--- src/rtl/conv_pe_mac_if.sv ---
// Data interface between the memory controller and a conv PE.
// The controller drives the beat inputs, and the PE returns the forwarded beat and the result.
interface conv_pe_mac_if #(
    parameter int DATA_WIDTH = 16,
    parameter int KS_WIDTH   = 8
);
    logic                    pe_en;
    logic [KS_WIDTH-1:0]     kernel_size;
    logic [DATA_WIDTH-1:0]   ifmap_data_in;
    logic [DATA_WIDTH-1:0]   fltr_data_in;
    logic [2*DATA_WIDTH-1:0] psum_data_in;
    logic [DATA_WIDTH-1:0]   ifmap_data_out;
    logic [DATA_WIDTH-1:0]   fltr_data_out;
    logic [2*DATA_WIDTH-1:0] psum_data_out;
    logic                    pe_ready;
    logic                    pe_valid;

    modport master (
        output pe_en, kernel_size, ifmap_data_in, fltr_data_in, psum_data_in,
        input  ifmap_data_out, fltr_data_out, psum_data_out, pe_ready, pe_valid
    );

    modport slave (
        input  pe_en, kernel_size, ifmap_data_in, fltr_data_in, psum_data_in,
        output ifmap_data_out, fltr_data_out, psum_data_out, pe_ready, pe_valid
    );
endinterface

--- src/rtl/conv_pe_mac.sv ---
// Conv PE: accumulates kernel_size ifmap*filter products onto an initial psum.
// It forwards accepted operand beats to the neighbouring PE.
module conv_pe_mac #(
    parameter int DATA_WIDTH = 16,
    parameter int KS_WIDTH   = 8
) (
    input  logic          clk,
    input  logic          rstn,
    conv_pe_mac_if.slave  bus
);
    localparam int PW = 2 * DATA_WIDTH;

    typedef enum logic [1:0] {IDLE, ACC, DONE} state_t;

    state_t                state, state_next;
    logic                  ready_q;
    logic                  ready_c;
    logic                  valid_c;
    logic                  accept;
    logic [KS_WIDTH-1:0]   ks_q;
    logic [KS_WIDTH-1:0]   cnt_q;
    logic [KS_WIDTH-1:0]   ks_first;
    logic [PW-1:0]         acc_q;
    logic [PW-1:0]         psum_q;
    logic [PW-1:0]         prod;
    logic [PW-1:0]         acc_next;
    logic [DATA_WIDTH-1:0] ifmap_q;
    logic [DATA_WIDTH-1:0] fltr_q;

    assign accept   = bus.pe_en && ready_c;
    assign ks_first = (bus.kernel_size == '0) ? KS_WIDTH'(1) : bus.kernel_size;
    assign prod     = PW'(bus.ifmap_data_in) * PW'(bus.fltr_data_in);
    // The first beat of a window seeds from psum_data_in. Later beats build on the accumulator.
    assign acc_next = ((state == IDLE) ? bus.psum_data_in : acc_q) + prod;

    assign bus.pe_ready       = ready_c;
    assign bus.pe_valid       = valid_c;
    assign bus.psum_data_out  = psum_q;
    assign bus.ifmap_data_out = ifmap_q;
    assign bus.fltr_data_out  = fltr_q;

    // State register.
    always_ff @(posedge clk or negedge rstn) begin
        if (!rstn) state <= IDLE;
        else       state <= state_next;
    end

    // Next-state logic and handshake outputs.
    // ready_q keeps pe_ready low during reset and until the first clock edge after reset.
    always_comb begin
        state_next = state;
        ready_c    = ready_q;
        valid_c    = 1'b0;
        case (state)
            IDLE: begin
                if (accept) state_next = (ks_first == KS_WIDTH'(1)) ? DONE : ACC;
            end
            ACC: begin
                if (accept && (cnt_q + KS_WIDTH'(1) == ks_q)) state_next = DONE;
            end
            DONE: begin
                ready_c    = 1'b0;
                valid_c    = 1'b1;
                state_next = IDLE;
            end
            default: state_next = IDLE;
        endcase
    end

    // Datapath: accumulator, beat counter, latched kernel size, result and forwarding registers.
    always_ff @(posedge clk or negedge rstn) begin
        if (!rstn) begin
            ready_q <= 1'b0;
            ks_q    <= '0;
            cnt_q   <= '0;
            acc_q   <= '0;
            psum_q  <= '0;
            ifmap_q <= '0;
            fltr_q  <= '0;
        end else begin
            ready_q <= 1'b1;
            if (accept) begin
                ifmap_q <= bus.ifmap_data_in;
                fltr_q  <= bus.fltr_data_in;
                acc_q   <= acc_next;
                if (state == IDLE) begin
                    ks_q  <= ks_first;
                    cnt_q <= KS_WIDTH'(1);
                end else begin
                    cnt_q <= cnt_q + KS_WIDTH'(1);
                end
                if (state_next == DONE) psum_q <= acc_next;
            end
        end
    end
endmodule
--- src/flat_wrapper.sv ---
// flat-port wrapper written by rule: the top's interface ports become plain ports
module conv_pe_mac_flat 
#(
    parameter int DATA_WIDTH = 16,
    parameter int KS_WIDTH   = 8
)
  (clk, rstn, bus_pe_en, bus_kernel_size, bus_ifmap_data_in, bus_fltr_data_in, bus_psum_data_in, bus_ifmap_data_out, bus_fltr_data_out, bus_psum_data_out, bus_pe_ready, bus_pe_valid);
  conv_pe_mac_if #(.DATA_WIDTH(DATA_WIDTH), .KS_WIDTH(KS_WIDTH)) bus_i ();
  input  logic clk;
  input  logic rstn;
  input wire logic [$bits(bus_i.pe_en)-1:0] bus_pe_en;
  input wire logic [$bits(bus_i.kernel_size)-1:0] bus_kernel_size;
  input wire logic [$bits(bus_i.ifmap_data_in)-1:0] bus_ifmap_data_in;
  input wire logic [$bits(bus_i.fltr_data_in)-1:0] bus_fltr_data_in;
  input wire logic [$bits(bus_i.psum_data_in)-1:0] bus_psum_data_in;
  output wire logic [$bits(bus_i.ifmap_data_out)-1:0] bus_ifmap_data_out;
  output wire logic [$bits(bus_i.fltr_data_out)-1:0] bus_fltr_data_out;
  output wire logic [$bits(bus_i.psum_data_out)-1:0] bus_psum_data_out;
  output wire logic [$bits(bus_i.pe_ready)-1:0] bus_pe_ready;
  output wire logic [$bits(bus_i.pe_valid)-1:0] bus_pe_valid;
  assign bus_i.pe_en = bus_pe_en;
  assign bus_i.kernel_size = bus_kernel_size;
  assign bus_i.ifmap_data_in = bus_ifmap_data_in;
  assign bus_i.fltr_data_in = bus_fltr_data_in;
  assign bus_i.psum_data_in = bus_psum_data_in;
  assign bus_ifmap_data_out = bus_i.ifmap_data_out;
  assign bus_fltr_data_out = bus_i.fltr_data_out;
  assign bus_psum_data_out = bus_i.psum_data_out;
  assign bus_pe_ready = bus_i.pe_ready;
  assign bus_pe_valid = bus_i.pe_valid;
  conv_pe_mac #(.DATA_WIDTH(DATA_WIDTH), .KS_WIDTH(KS_WIDTH)) u_core (.clk(clk), .rstn(rstn), .bus(bus_i));
endmodule
--- config.mk ---
export PLATFORM = sky130hd
export DESIGN_NAME = conv_pe_mac_flat
export DESIGN_NICKNAME = d
export VERILOG_FILES = /design/src/rtl/conv_pe_mac_if.sv /design/src/rtl/conv_pe_mac.sv /design/src/flat_wrapper.sv
export SDC_FILE = /design/constraint.sdc
export NUM_CORES = 1
export LEC_CHECK = 0
export ABC_AREA = 1
export CELL_PAD_IN_SITES_DETAIL_PLACEMENT = 0
export CELL_PAD_IN_SITES_GLOBAL_PLACEMENT = 1
export CORE_ASPECT_RATIO = 0.7
export CORE_UTILIZATION = 47
export CTS_CLUSTER_SIZE = 14
export DETAILED_ROUTE_END_ITERATION = 16
export PLACE_DENSITY_LB_ADDON = 0.12
export REMOVE_ABC_BUFFERS = 1
export SLEW_MARGIN = 40
export SYNTH_ARGS = -nofsm -noshare
export SYNTH_HDL_FRONTEND = slang
export SYNTH_SLANG_ARGS = --single-unit
export TNS_END_PERCENT = 5
--- constraint.sdc ---
create_clock -name clk -period 7.99 [get_ports clk]
set_clock_uncertainty 0.15 [all_clocks]
set_input_delay 1.598 -clock clk [delete_from_list [all_inputs] [get_ports clk]]
set_output_delay 1.598 -clock clk [all_outputs]
set_load 0.03 [all_outputs]
# [Yosys cells after proc, flatten, opt, wreduce, memory -nomap -nowiden]
# Cells that the tools add are included.
[totals] regBits=115 out_inout_bits=66
[op_classes] add_sub_neg=2 multipliers=1 n_eq_ne=5 n_mux=9 reduce_logical=6
[ops] cell="$add A32 B32 Y32" count=1
[ops] cell="$mul A16 B16 Y32" count=1
[ops] cell="$mux W32" count=1
[ops] cell="$mux W8" count=2
[ops] cell="$add A8 B1 Y8 const B" count=1
[ops] cell="$eq A8 B1 Y1 const B" count=1
[ops] cell="$eq A8 B8 Y1" count=1
[ops] cell="$logic_not A8 Y1" count=1
[ops] cell="$mux W2" count=3
[ops] cell="$eq A2 B2 Y1 const B" count=2
[ops] cell="$pmux W2 S2" count=1
[ops] cell="$reduce_and A2 Y1" count=2
[ops] cell="$eq A2 B1 Y1 const B" count=1
[ops] cell="$logic_and A1 B1 Y1" count=2
[ops] cell="$logic_not A2 Y1" count=1
[ops] cell="$mux W1" count=2

# [Depth between registers and ports, before layout]
[logic_depth] depth_word=8 ltp_mapped=29

# [Least setup slack after synthesis]
# Ideal clock, no wire load.
[synth_path] kind="input to register" from="in bus_ifmap_data_in[12]" to="reg u_core.acc_q[20]" t_arrival_ns=6.565 path_slack_ns=1.210 path_stages=22 path_buffers=2 cell_sequence="clkbuf_1 -> clkbuf_1 -> nand2_1 -> fa_1 -> inv_1 -> fa_1 -> fa_1 -> fa_1 -> fa_1 -> inv_1 -> fa_1 -> inv_1 -> ha_1 -> nand2_1 -> nor2_1 -> inv_1 -> nor2_1 -> nand4_1 -> nand3_1 -> xor2_1 -> nand2_1 -> nand2_1"
[synth_between] elab_chain_len=2
[synth_lines] element="start, declared" line_no="flat_wrapper.sv:13" text="input wire logic [$bits(bus_i.ifmap_data_in)-1:0] bus_ifmap_data_in;"
[synth_lines] element="$mul A16 B16 Y32" line_no="conv_pe_mac.sv:32" text="assign prod = PW'(bus.ifmap_data_in) * PW'(bus.fltr_data_in);"
[synth_lines] element="$add A32 B32 Y32" line_no="conv_pe_mac.sv:34" text="assign acc_next = ((state == IDLE) ? bus.psum_data_in : acc_q) + prod;"
[synth_lines] element="end signal, assigned" line_no="conv_pe_mac.sv:85" text="acc_q <= acc_next;"
[synth_lines] element="end, declared" line_no="conv_pe_mac.sv:23" text="logic [PW-1:0] acc_q;"
# No other way between the ends.
# A chain may end at the register's enable or synchronous reset.

# [Worst setup path in the final report]
[layout_path] from="in bus_fltr_data_in[13]" to="reg u_core.acc_q[28]"
[layout_between] elab_chain_len=2
[layout_lines] element="start, declared" line_no="flat_wrapper.sv:14" text="input wire logic [$bits(bus_i.fltr_data_in)-1:0] bus_fltr_data_in;"
[layout_lines] element="$mul A16 B16 Y32" line_no="conv_pe_mac.sv:32"
[layout_lines] element="$add A32 B32 Y32" line_no="conv_pe_mac.sv:34"
# No other way between the ends.

==> results <==
metal layers:
layer | up-vias | share of wire, % | wire length, um | GRT usage [%]
met4 | 0 | 1.5 | 661 | 6.841
met5 | - | 0 | 0 | 0
met1 | 6305 | 48 | 20880 | 41.10
met2 | 341 | 44 | 19330 | 42.19
met3 | 37 | 6.1 | 2652 | 4.896
li1 | 6217 | - | - | -
layout make-up:
class                      instances  area, um2
clock inverter                    14      178.9
antenna                            3      7.507
multi-input combinational       1323       9970
inverter                         548       2059
fill                            3053      13650
clock buffer                      18      439.2
tap                              420      525.5
timing repair buffer             197       1847
sequential                       115       2878
Yosys cell counts (5+ instances only):
| cell type | instances | area, um2 |
|---|---|---|
| dfrtp_1 | 115 | 2878 |
| o22ai_1 | 5 | 31.28 |
| fa_1 | 225 | 4504 |
| nand4_1 | 14 | 87.58 |
| o21ai_0 | 49 | 245.2 |
| clkbuf_1 | 83 | 311.6 |
| inv_1 | 545 | 2046 |
| a21oi_1 | 30 | 150.1 |
| nor2_1 | 40 | 150.1 |
| xor2_1 | 13 | 113.9 |
| nor3_1 | 9 | 45.04 |
| ha_1 | 100 | 1251 |
| nand3_1 | 73 | 365.4 |
| mux2i_1 | 7 | 70.07 |
| nand2_1 | 730 | 2740 |
final timing paths:
path	cells after the start	to	slack [ps]	from
min	2	u_core.bus.fltr_data_out[3]$_DFFE_PN0P_	320	u_core.bus.fltr_data_out[3]$_DFFE_PN0P_
min in group asynchronous	1	u_core.acc_q[2]$_DFFE_PN0P_	940	rstn
max in group asynchronous	2	u_core.bus.fltr_data_out[15]$_DFFE_PN0P_	5690	rstn
max	25	u_core.acc_q[28]$_DFFE_PN0P_	500	bus_fltr_data_in[13]
max reg2reg	24	u_core.bus.psum_data_out[31]$_DFFE_PN0P_	2390	u_core.state[1]$_DFF_PN0_
min reg2reg	2	u_core.bus.fltr_data_out[3]$_DFFE_PN0P_	320	u_core.bus.fltr_data_out[3]$_DFFE_PN0P_
flip-flops by register name, indices dropped and copies added, names as in the netlist:
signal / count
u_core.bus.fltr_data_out: 16
u_core.ready_q: 1
u_core.ks_q: 8
u_core.bus.ifmap_data_out: 16
u_core.cnt_q: 8
u_core.acc_q: 32
u_core.bus.psum_data_out: 32
u_core.state: 2
worst register-to-register path, delay by kind of cell, from the launching register on:
family	cells	cell delay, ps
buffers and inverters	6	880
and+or+nand+nor	11	1220
adders and majority gates	5	2390
DFF	1	400
AOI/OAI and AO/OA	2	450
stage by stage:
stage / setup WS [ps] / instance area [um2] / hold WS, ps
finish: 500.6 / 17900 / 319.0
global route: 245.9 / 17900 / 341.1
CTS: 585.5 / 17890 / 323.4
detailed placement: 155.5 / 17280 / 308.0
global placement: 128.3 / 17270 / 303.7
floorplan: 1683 / 14900 / 291.2
logic make-up (layout without fill, tap and decap cells):
group | count (synthesis) | in the layout | synth area share, %
AND/OR/NAND/NOR | 880 | 880 | 22.88
buffers and inverters | 641 | 777 | 15.92
adder cells (fa/ha/maj) | 325 | 325 | 37.68
flip-flops | 115 | 115 | 18.84
AO/OA/AOI/OAI | 92 | 92 | 3.129
XOR/XNOR | 16 | 16 | 0.9175
multiplexers | 9 | 9 | 0.6062
other | 1 | 4 | 0.02455
==> run metrics <==
final setup fails=0; DR WL/cell=16.50 um; unrepaired setup endpoints after global routing=false; CP Launch Type=primary input; worst skew pair latency=450 ps; initial antenna violation count=3; post-synthesis sequential area ratio=18.84%; num rows=54; post_cts resized=0; Via Count=12900; total negative slack=0 ps; final period utilization=93.73%; crit-path leading delay family=adder cells; most used cell, CP=nand2_1; Cell variety after synth=34; Mapped Area=15270 um2; Fin. Hold Viols=0; core outline area=31550 um2; outcome=finished, final reports clean; Post-CTS Setup Bufs=0; Avg Cell Area, Syn=7.347 um2; Seq cells post-synth=115; die footprint=33240 um2; Clock Root Buffer=clkbuf_16; max-slew violation count=0; Least-Margin Pin Slew=816.2 ps; EDFF count, synth=0; vias in the first global route=12940; IO Port Bufs=140; Clock Path Buffers=2; Crit Path Max Fanout=13; Hold Crit Class=flip-flop to flip-flop; Main synth FF type=dfrtp_1; area grow syn2layout=17.22%; normalized max-slew margin=45.46%; layout net count=2602; Num Clock Sinks=115; DP HPWL=35930 um; hold_buf cts=0; slowest library cell on the worst path=clkdlybuf4s50_1; WP buf/inv=7; die height=152.8 um; routed vias/inst=4.890; DRT antenna net count=0; Max Cap Viol=0; critical path's largest stage delay=800 ps; TritonCTS clock tree=done; Total GRT Usage=27.81%; Placed Cells incl. Taps=2603; GRT overflow=0; 1st-pass router iterations=5; GPL Wtd Cong=0.9065; DRC viols=0; Async SR Flop Fraction=100.0%; Iter 0 DRT Violations=775; H-tree levels=4; critical path endpoint category=flip-flop; Arr. time, crit path=7720 ps; WP data required=8220 ps; Final min period=7489 ps; CTS Buf Count=17; f_max=133.5 MHz; final non-filler cell total=2638; share of layout cells above drive strength 1=4.650%; CTS clk-pin slew, worst paths=60 ps; Top Ports=141; class of the most critical setup path=primary input to flip-flop; Initial Util=48.41%; commonest non-fill, non-tap cell in the layout=nand2_1; first-pass GRT wire length=70630 um; most frequent cells in the layout=nand2_1, inv_1, fa_1; Syn. warnings=0; WL final=43530 um; post-synthesis cell count=2079; Final Util=56.75%; largest net degree at the start of global routing=67; Horiz. Die Dim=217.5 um
Power of run 1 is left out: the tool's default activity adds up to more than one toggle a clock period on the data nets, which glitch-free logic cannot reach.
